File: src/rtl/jic_pkg.sv
// ---------------------------------------------------------------------------
// jic_pkg
// Shared definitions for the jump / interrupt control block:
//   - 5-bit opcode encodings decoded from the top of the instruction word
//   - interrupt FSM state type
// Optional feature macro used by importers: JIC_CALL_STACK_EN
// ---------------------------------------------------------------------------
package jic_pkg;

    localparam int unsigned OP_W = 5;

    localparam logic [OP_W-1:0] OP_JMP  = 5'b11000;
    localparam logic [OP_W-1:0] OP_JZ   = 5'b11110;
    localparam logic [OP_W-1:0] OP_JNZ  = 5'b11111;
    localparam logic [OP_W-1:0] OP_JC   = 5'b11100;
    localparam logic [OP_W-1:0] OP_JNC  = 5'b11101;
    localparam logic [OP_W-1:0] OP_RETI = 5'b10000;
    localparam logic [OP_W-1:0] OP_CALL = 5'b11001;
    localparam logic [OP_W-1:0] OP_RET  = 5'b11010;

    typedef enum logic {
        ST_IDLE = 1'b0,
        ST_ISR  = 1'b1
    } jic_state_e;

endpackage

File: src/rtl/jic_ret_stack.sv
// ---------------------------------------------------------------------------
// jic_ret_stack
// DEPTH x W LIFO holding CALL return addresses. Only instantiated when
// JIC_CALL_STACK_EN is defined. Push into a full stack and pop from an empty
// stack are ignored here; the parent flags them as errors.
// Ports:
//   clk, reset_n  clock / async active-low reset (clears the pointer only)
//   push_i        write data_i on top
//   pop_i         remove top entry
//   data_i        value to push
//   top_o         current top entry (meaningless when empty_o)
//   full_o        DEPTH entries held
//   empty_o       no entries held
// ---------------------------------------------------------------------------
module jic_ret_stack #(
    parameter int unsigned DEPTH = 4,
    parameter int unsigned W     = 8
) (
    input  logic         clk,
    input  logic         reset_n,
    input  logic         push_i,
    input  logic         pop_i,
    input  logic [W-1:0] data_i,
    output logic [W-1:0] top_o,
    output logic         full_o,
    output logic         empty_o
);

    localparam int unsigned PTR_W = $clog2(DEPTH);
    localparam int unsigned CNT_W = PTR_W + 1;

    logic [W-1:0]     mem_q [DEPTH];
    logic [CNT_W-1:0] cnt_q;
    logic [PTR_W-1:0] wr_idx;
    logic [PTR_W-1:0] top_idx;

    assign wr_idx  = cnt_q[PTR_W-1:0];
    assign top_idx = cnt_q[PTR_W-1:0] - PTR_W'(1);
    assign full_o  = (cnt_q == CNT_W'(DEPTH));
    assign empty_o = (cnt_q == '0);
    assign top_o   = mem_q[top_idx];

    always_ff @(posedge clk or negedge reset_n) begin
        if (!reset_n) begin
            cnt_q <= '0;
        end else if (push_i && !full_o) begin
            cnt_q <= cnt_q + CNT_W'(1);
        end else if (pop_i && !empty_o) begin
            cnt_q <= cnt_q - CNT_W'(1);
        end
    end

    // NOTE: storage has no reset; the count alone defines which entries are
    // valid, so clearing the array would only add reset fan-out.
    always_ff @(posedge clk) begin
        if (push_i && !full_o) begin
            mem_q[wr_idx] <= data_i;
        end
    end

endmodule

File: src/rtl/jump_int_ctrl.sv
// ---------------------------------------------------------------------------
// jump_int_ctrl
// Combinational jump decode plus a registered interrupt entry/return FSM with
// shadow return-address/flag registers and a one-deep pending-interrupt latch.
// Optional macro JIC_CALL_STACK_EN adds CALL/RET with a hardware return stack
// and a sticky stk_err; without it CALL/RET are no-ops and stk_err is 0.
// Ports:
//   clk, reset_n      clock / async active-low reset
//   ins               instruction in decode (opcode in top 5 bits)
//   current_address   address ins was fetched from
//   flag_ex           flags from execute
//   interrupt         level request; a rising edge requests service
//   jmp_loc           PC load value (0 when pc_mux_sel is 0)
//   pc_mux_sel        PC loads jmp_loc this cycle
//   flag_restore      saved flags, valid with flag_restore_en
//   flag_restore_en   one-cycle strobe on RETI
//   int_ack           one-cycle strobe on ISR entry
//   in_isr            servicing an interrupt
//   stk_err           sticky stack over/underflow
// ---------------------------------------------------------------------------
module jump_int_ctrl
    import jic_pkg::*;
#(
    parameter int unsigned        INS_W     = 20,
    parameter int unsigned        ADDR_W    = 8,
    parameter int unsigned        FLAG_W    = 4,
    parameter int unsigned        ZF_BIT    = 1,
    parameter int unsigned        CF_BIT    = 0,
    parameter logic [ADDR_W-1:0]  ISR_ADDR  = 8'hF0,
    parameter int unsigned        STK_DEPTH = 4
) (
    input  logic              clk,
    input  logic              reset_n,
    input  logic [INS_W-1:0]  ins,
    input  logic [ADDR_W-1:0] current_address,
    input  logic [FLAG_W-1:0] flag_ex,
    input  logic              interrupt,
    output logic [ADDR_W-1:0] jmp_loc,
    output logic              pc_mux_sel,
    output logic [FLAG_W-1:0] flag_restore,
    output logic              flag_restore_en,
    output logic              int_ack,
    output logic              in_isr,
    output logic              stk_err
);

    logic [OP_W-1:0]   opcode;
    logic [ADDR_W-1:0] target;
    logic              cond_jump;
    logic              stk_jump;
    logic [ADDR_W-1:0] stk_loc;

    jic_state_e        state_q;
    logic              int_q;
    logic              pend_q;
    logic [ADDR_W-1:0] ret_addr_q;
    logic [FLAG_W-1:0] ret_flag_q;

    logic              irq_edge;
    logic              entry;
    logic              reti;

    assign opcode = ins[INS_W-1 -: OP_W];
    assign target = ins[ADDR_W-1:0];

    // Bits between opcode and target carry no meaning for this block.
    logic unused_ins;
    assign unused_ins = ^ins[INS_W-OP_W-1:ADDR_W];

    // NOTE: every combinational output gets a default before the case so no
    // path leaves it unassigned and no latch is inferred.
    always_comb begin
        cond_jump = 1'b0;
        unique case (opcode)
            OP_JMP:  cond_jump = 1'b1;
            OP_JZ:   cond_jump =  flag_ex[ZF_BIT];
            OP_JNZ:  cond_jump = !flag_ex[ZF_BIT];
            OP_JC:   cond_jump =  flag_ex[CF_BIT];
            OP_JNC:  cond_jump = !flag_ex[CF_BIT];
            default: cond_jump = 1'b0;
        endcase
    end

    assign irq_edge = interrupt & ~int_q;
    assign entry    = (state_q == ST_IDLE) & (irq_edge | pend_q);
    assign reti     = (state_q == ST_ISR) & (opcode == OP_RETI);
    assign in_isr   = (state_q == ST_ISR);

`ifdef JIC_CALL_STACK_EN
    logic              is_call;
    logic              is_ret;
    logic              push_req;
    logic              pop_req;
    logic [ADDR_W-1:0] stk_top;
    logic              stk_full;
    logic              stk_empty;
    logic              stk_err_q;

    assign is_call  = (opcode == OP_CALL);
    assign is_ret   = (opcode == OP_RET);
    // ISR entry takes the PC this cycle, so the stack must not move.
    assign push_req = is_call & ~entry;
    assign pop_req  = is_ret  & ~entry;

    jic_ret_stack #(
        .DEPTH (STK_DEPTH),
        .W     (ADDR_W)
    ) u_ret_stack (
        .clk     (clk),
        .reset_n (reset_n),
        .push_i  (push_req),
        .pop_i   (pop_req),
        .data_i  (current_address + ADDR_W'(1)),
        .top_o   (stk_top),
        .full_o  (stk_full),
        .empty_o (stk_empty)
    );

    // CALL jumps even on overflow; RET from an empty stack does not jump.
    assign stk_jump = is_call | (is_ret & ~stk_empty);
    assign stk_loc  = is_ret ? stk_top : target;

    always_ff @(posedge clk or negedge reset_n) begin
        if (!reset_n) begin
            stk_err_q <= 1'b0;
        end else if ((push_req && stk_full) || (pop_req && stk_empty)) begin
            stk_err_q <= 1'b1;
        end
    end

    assign stk_err = stk_err_q;
`else
    assign stk_jump = 1'b0;
    assign stk_loc  = '0;
    assign stk_err  = 1'b0;
`endif

    // Priority: ISR entry, then RETI, then ordinary/stack jumps.
    always_comb begin
        pc_mux_sel      = 1'b0;
        jmp_loc         = '0;
        int_ack         = 1'b0;
        flag_restore    = '0;
        flag_restore_en = 1'b0;
        if (entry) begin
            pc_mux_sel = 1'b1;
            jmp_loc    = ISR_ADDR;
            int_ack    = 1'b1;
        end else if (reti) begin
            pc_mux_sel      = 1'b1;
            jmp_loc         = ret_addr_q;
            flag_restore    = ret_flag_q;
            flag_restore_en = 1'b1;
        end else if (cond_jump) begin
            pc_mux_sel = 1'b1;
            jmp_loc    = target;
        end else if (stk_jump) begin
            pc_mux_sel = 1'b1;
            jmp_loc    = stk_loc;
        end
    end

    // NOTE: all state uses non-blocking assignments so every register samples
    // pre-edge values regardless of statement order.
    always_ff @(posedge clk or negedge reset_n) begin
        if (!reset_n) begin
            state_q    <= ST_IDLE;
            int_q      <= 1'b0;
            pend_q     <= 1'b0;
            ret_addr_q <= '0;
            ret_flag_q <= '0;
        end else begin
            int_q <= interrupt;
            unique case (state_q)
                ST_IDLE: begin
                    if (entry) begin
                        // A taken jump in the interrupted slot resumes at its
                        // target; otherwise the instruction is re-fetched.
                        ret_addr_q <= cond_jump ? target : current_address;
                        ret_flag_q <= flag_ex;
                        pend_q     <= 1'b0;
                        state_q    <= ST_ISR;
                    end
                end
                ST_ISR: begin
                    if (irq_edge) begin
                        pend_q <= 1'b1;
                    end
                    if (reti) begin
                        state_q <= ST_IDLE;
                    end
                end
                default: state_q <= ST_IDLE;
            endcase
        end
    end

endmodule

File: config.mk
export PLATFORM = sky130hd
export DESIGN_NAME = jump_int_ctrl
export DESIGN_NICKNAME = d
export VERILOG_FILES = /design/src/rtl/jic_pkg.sv /design/src/rtl/jic_ret_stack.sv /design/src/rtl/jump_int_ctrl.sv
export SDC_FILE = /design/constraint.sdc
export NUM_CORES = 1
export LEC_CHECK = 0
export ABC_AREA = 1
export CAP_MARGIN = 20
export CORE_UTILIZATION = 32
export CTS_CLUSTER_DIAMETER = 100
export DETAILED_ROUTE_END_ITERATION = 7
export PLACE_DENSITY = 0.78
export SLEW_MARGIN = 20
export SYNTH_ARGS = -nofsm -noshare
export SYNTH_HDL_FRONTEND = slang
export SYNTH_SLANG_ARGS = --single-unit
File: constraint.sdc
create_clock -name clk -period 1.31 [get_ports clk]
set_input_delay 0.262 -clock clk [delete_from_list [all_inputs] [get_ports clk]]
set_output_delay 0.262 -clock clk [all_outputs]
set_load 0.01 [all_outputs]
==> impl_metrics.ini, run 1 <==
[run_status]
status = complete, but fails checks
failed_checks = setup timing

[timing]
holdWs_ns = 0.266
fin_tns_setup_ns = -6.37
rsz0062_at_grt = true
fin_skew_ns = 0.00409
maxSlewViolCount = 0
hold_violations = 0
fin_ws_ns = -0.553
min_period_over_period_pct = 142
fmax_mhz = 537
final.min_clock_period_ns = 1.86
finalSetupViolCount = 16

[synthesis]
ys.flop_type = dfrtp_1
synth.largest_area_cell = dfrtp_1
avgSynthCellArea_sq_um = 7.07
synth-edff-count = 0
synth_cell_types = 19
ys_ff_latch = 15
yosysMostFrequentCell = nand2_1
netlist_area_sq_um = 891
ys_top_cells_by_count = nand2_1, dfrtp_1, inv_1
yosysWarningCount = 0
synthDominantCellAreaShare_pct = 42.1
synth_top_cells_by_area = dfrtp_1, nand2_1, nand3_1
syn_nets = 161
ys_async_sr_fraction_pct = 100
yosysSeqAreaShare_pct = 42.1
synth_cells = 126

[clock_tree]
cts_max_path_buffers = 2
tritoncts = yes
cts.htree.levels = 1
cts.reportedPaths.clkPinSlew_ns = 0.10
clockRootBuffer = clkbuf_4
clock_sinks = 15
cts_buffers = 3
clk_latency_ns = 0.30
cts_hold_buffers = 0

[finish]
synthToLayoutAreaGrowth_pct = 94.7
layout-drive-gt1-share_pct = 42.1
post-route-cell-area_sq_um = 1730
finalNetCount = 238
n_fill_cell = 200
fin_cells = 232
antenna_cells = 0
fin_util_pct = 68.1

[power]
netSwitchingFraction_pct = 34.3
p_leak_nw = 0.929
irDropWorstVdd_mv = 0.613
power_density_nw_per_um2 = 821
total_power_mw = 1.42
combPwrFrac_pct = 34.1
p_switching_uw = 489
p_int_uw = 935
p_clk_share_pct = 20.2
seqPwrFrac_pct = 45.7

[place]
place_congestion = 0.758
dp_hpwl_microns = 2120
place_inst = 213
dpl_cell_area_sq_um = 1470
io_buffers = 43
dpl_worst_slack_ns = -1.01

[critical_path]
crit_arrival_ns = 1.60
endpoint_kind = primary output
critPathMaxFanout = 5
crit_type = reg -> out
crit_path_cell_trace = a21oi_2 -> inv_2 -> nand2_4 -> buf_8 -> nand2_8 -> a22oi_2 -> buf_2
r2r_cells = 8
worstPathRequired_ns = 1.05
critPathSlowestCell = dfrtp_1
max_stage_delay_ns = 0.40
start_kind = register

[route]
post_drt_wl_per_cell_microns = 14.8
drt-total-wl_microns = 3430
first_iter_violations = 22
vias_per_cell = 5.06
dr_wl_met2_microns = 1760
drc = 0
top_layer = met4
wl_met1_microns = 1400
drtPass1Iterations = 4
ant_nets = 0
dr_total_vias = 1173
wl_met3_microns = 211

[grt]
first_global_vias = 1167
grt_max_degree = 16
grtUsageTotal_pct = 24.5
grt_remaining_overflow = 0
grt_first_pass_wirelength_microns = 4980
antenna_found_initial = 0

[floorplanning]
io_pins = 52
dieArea_sq_um = 3000
die_h_microns = 54.8
initial_core_util_pct = 35.0
core_sq_um = 2540
row_count = 18
die_x_microns = 54.8

[hold_path]
hold_class = in -> async

[run]
cap_violations = 0
[sequential cells by signal, summed over array words and instances (netlist names)]
| signal | cells |
|---|---|
| ret_addr_q | 8 |
| pend_q | 1 |
| in_isr | 1 |
| int_q | 1 |
| ret_flag_q | 4 |
[worst paths after layout]
check                              startpoint       endpoint  slack, ns
worst max-delay path                   pend_q     jmp_loc[3]      -0.55
worst min-delay path                  reset_n  ret_flag_q[1]       0.27
worst max register to register         pend_q  ret_addr_q[3]       0.02
worst min register to register  ret_flag_q[1]  ret_flag_q[1]       0.50
max in group asynchronous             reset_n  ret_addr_q[6]       0.87
min in group clk                    interrupt          int_q       0.27
[area by class of cell]
| type | count | area (sq um) | area share, % |
|---|---|---|---|
| Clock buffer | 4 | 26.3 | 1.52 |
| Inverter | 14 | 62.6 | 3.61 |
| Multi-Input combinational cell | 93 | 549 | 31.7 |
| Sequential cell | 15 | 375 | 21.6 |
| Tap cell | 30 | 37.5 | 2.16 |
| Timing Repair Buffer | 76 | 683 | 39.4 |
[cell usage in the layout (no fill, tap or decap)]
master,synthesis,final
buf_12,0,1
buf_8,0,2
nand3_4,0,1
nand2_8,0,1
nand2_1,54,48
nor2_1,8,3
nand3_2,1,4
clkbuf_4,0,3
nand2_2,0,5
conb_1,1,1
buf_4,1,20
dlygate4sd2_1,0,6
inv_4,0,1
inv_2,1,1
nand4_1,1,1
a21oi_2,1,5
o21ai_0,5,3
buf_2,1,10
o21ai_1,0,2
clkbuf_1,0,1
inv_1,13,11
clkbuf_2,0,2
dfrtp_1,15,15
nor2_2,0,1
buf_6,1,16
clkdlybuf4s50_1,0,19
nor2_4,1,5
a22oi_2,0,4
inv_8,0,1
nand2_4,2,2
nand3_1,11,7
[power by group through the flow]
stage               Sequential (mW)  Combinational [mW]  Clock, mW
CTS                           0.648               0.439      0.270
detailed placement            0.644               0.405          0
global placement              0.634               0.386          0
finish                        0.651               0.485      0.288
global route                  0.664               0.526      0.319
floorplan                     0.627               0.201          0
[worst max-delay path: cells and delay by family, from the launching register on]
kind | cells | cell delay [ns]
and+or+nand+nor | 2 | 0.16
DFF | 1 | 0.40
AOI/OAI and AO/OA | 2 | 0.37
buffers and inverters | 3 | 0.37
[cell families (layout without fill, tap and decap cells)]
kind of cell | count (synthesis) | in the layout | share of synthesized area [%]
simple gates | 78 | 78 | 37.9
buf+inv | 18 | 94 | 10.1
flops | 15 | 15 | 42.1
compound gates | 14 | 14 | 9.41
other cells | 1 | 1 | 0.421
[metal layers]
| layer | track usage (%) | vias up |
|---|---|---|
| met4 | 14.1 | 0 |
| met5 | 0 | - |
| met1 | 27.7 | 564 |
| li1 | - | 545 |
| met3 | 5.00 | 6 |
| met2 | 42.0 | 58 |
[what timing repair did]
action | in CTS | in global routing
resized for setup | 112 | 22
pin swaps | 12 | 17
endpoints found under the hold margin | 0 | 0
setup endpoints to repair | 26 | 24
setup buffers | 13 | 4
No activity file was read; power rests on OpenSTA's default activity.
==> inputs of run 2 (changes only) <==
SETUP_SLACK_MARGIN = 0.2   (was not set)
==> impl_metrics.ini, run 2 (synthesis gave the netlist of run 1 again) <==
[power]
irDropWorstVdd_mv = 0.798
power_density_nw_per_um2 = 814
p_leak_nw = 1.02

[finish]
reg_top3 = ret_addr_q: 8 flops, ret_flag_q: 4 flops
largest_register_ffs = 8
largest-register = ret_addr_q
fin_util_pct = 76.4
layout_common_cells = nand2_1, buf_6, buf_4
n_fill_cell = 153
finalNetCount = 250
synthToLayoutAreaGrowth_pct = 118
layout-drive-gt1-share_pct = 53.7
antenna_cells = 0
final_common_cell = nand2_1

[clock_tree]
clockRootBuffer = clkbuf_4
tritoncts = yes
cts_buffers = 3
clk_latency_ns = 0.30
cts.reportedPaths.clkPinSlew_ns = 0.10
clock_sinks = 15
cts_max_path_buffers = 2
cts_hold_buffers = 0
cts.htree.levels = 1

[floorplanning]
die_x_microns = 54.8
row_count = 18
die_h_microns = 54.8
initial_core_util_pct = 35.0
dieArea_sq_um = 3000
io_pins = 52
core_sq_um = 2540

[place]
dp_hpwl_microns = 2100
place_congestion = 0.780
io_buffers = 43

[route]
post_drt_wl_per_cell_microns = 17.3
ant_nets = 0
drtPass1Iterations = 6
dr_total_vias = 1289
first_iter_violations = 45
drc = 0
drt-total-wl_microns = 4230
vias_per_cell = 5.28

[timing]
fin_skew_ns = 0.0110
fin_tns_setup_ns = -8.49
fin_ws_ns = -0.531
rsz0062_at_grt = true
min_period_over_period_pct = 141
maxSlewViolCount = 0
finalSetupViolCount = 26
final.min_clock_period_ns = 1.84
fmax_mhz = 543
holdWs_ns = 0.236
hold_violations = 0

[grt]
use_met3_pct = 8.89
grtUsageMet1_pct = 30.6
grt_first_pass_wirelength_microns = 5760
gr-usage-met2_pct = 48.0
top_usage_layer = met2
grt_max_degree = 16
grtUsageTotal_pct = 28.0
first_global_vias = 1263
antenna_found_initial = 0
grt_remaining_overflow = 0

[critical_path]
crit_arrival_ns = 1.58
worstReg2RegStart = int_q
endpoint_kind = primary output
critPathLaunch = in_isr
worstPathRequired_ns = 1.05
crit_type = reg -> out
critPathMaxFanout = 5
start_kind = register

[run]
cap_violations = 0

[run_status]
status = complete, but fails checks
failed_checks = setup timing

[hold_path]
hp-start = interrupt
hold_class = in -> reg
-- run 2: cell count changes in the layout (fill, tap and decap cells not counted), moves of 3 or more --
cell,change
nand2_4,+5
buf_6,+10
clkdlybuf4s15_1,+3
dlygate4sd2_1,-3
nand2_2,+7
buf_4,+4
o21ai_0,-3
nand2_1,-11
-- run 2: area by class of cell --
type	count	area, sq um	area share, %
repair buffers	88	815	41.9
multi-input cells	93	623	32.0
flip-flops and latches	15	375	19.3
inverters	14	67.6	3.47
well taps	30	37.5	1.93
clock buffers	4	26.3	1.35
-- run 2: routing by layer --
layer  share of wire (%)  vias to the layer above
met5                   0                        -
met3                 9.1                       22
met1                  36                      613
met4                 5.0                        0
met2                  50                       83
li1                    -                      571
-- run 2: critical path, cell delays in order, from the launching register on --
cell and delay [ns]:
dfrtp_1 0.43, nand4_1 0.16, buf_4 0.17, buf_6 0.14, inv_8 0.04, a21oi_2 0.12, nand2_1 0.07, buf_2 0.14
-- run 2: power breakdown --
part	internal [mW]	leakage (nW)	switching, mW
logic	0.315	0.819	0.321
clock network	0.119	0.0150	0.160
registers	0.583	0.181	0.0851
-- run 2: final timing paths --
path | to | slack (ns) | cells after the start
min in group asynchronous | int_q | 0.27 | 2
worst min register to register | ret_flag_q[1] | 0.51 | 2
worst max-delay path | jmp_loc[4] | -0.53 | 7
worst min-delay path | int_q | 0.24 | 1
worst max register to register | ret_addr_q[2] | -0.20 | 11
max in group asynchronous | ret_addr_q[3] | 0.85 | 2
-- run 2: what timing repair did --
item	CTS	global route
buffers inserted	13	6
endpoints found under the setup margin	28	29
gates resized for setup	134	27
gates cloned	1	0
pin swaps	26	9
-- run 2: metrics by stage --
stage	setup WS, ns	power (mW)	cell area, sq um	std cells
after detailed placement	-0.953	1.13	1560	220
after floorplan	0.0280	0.857	936	126
after CTS	-0.441	1.47	1820	238
after global placement	-0.923	1.11	1560	220
final	-0.531	1.58	1940	244
after global routing	-0.618	1.67	1940	244
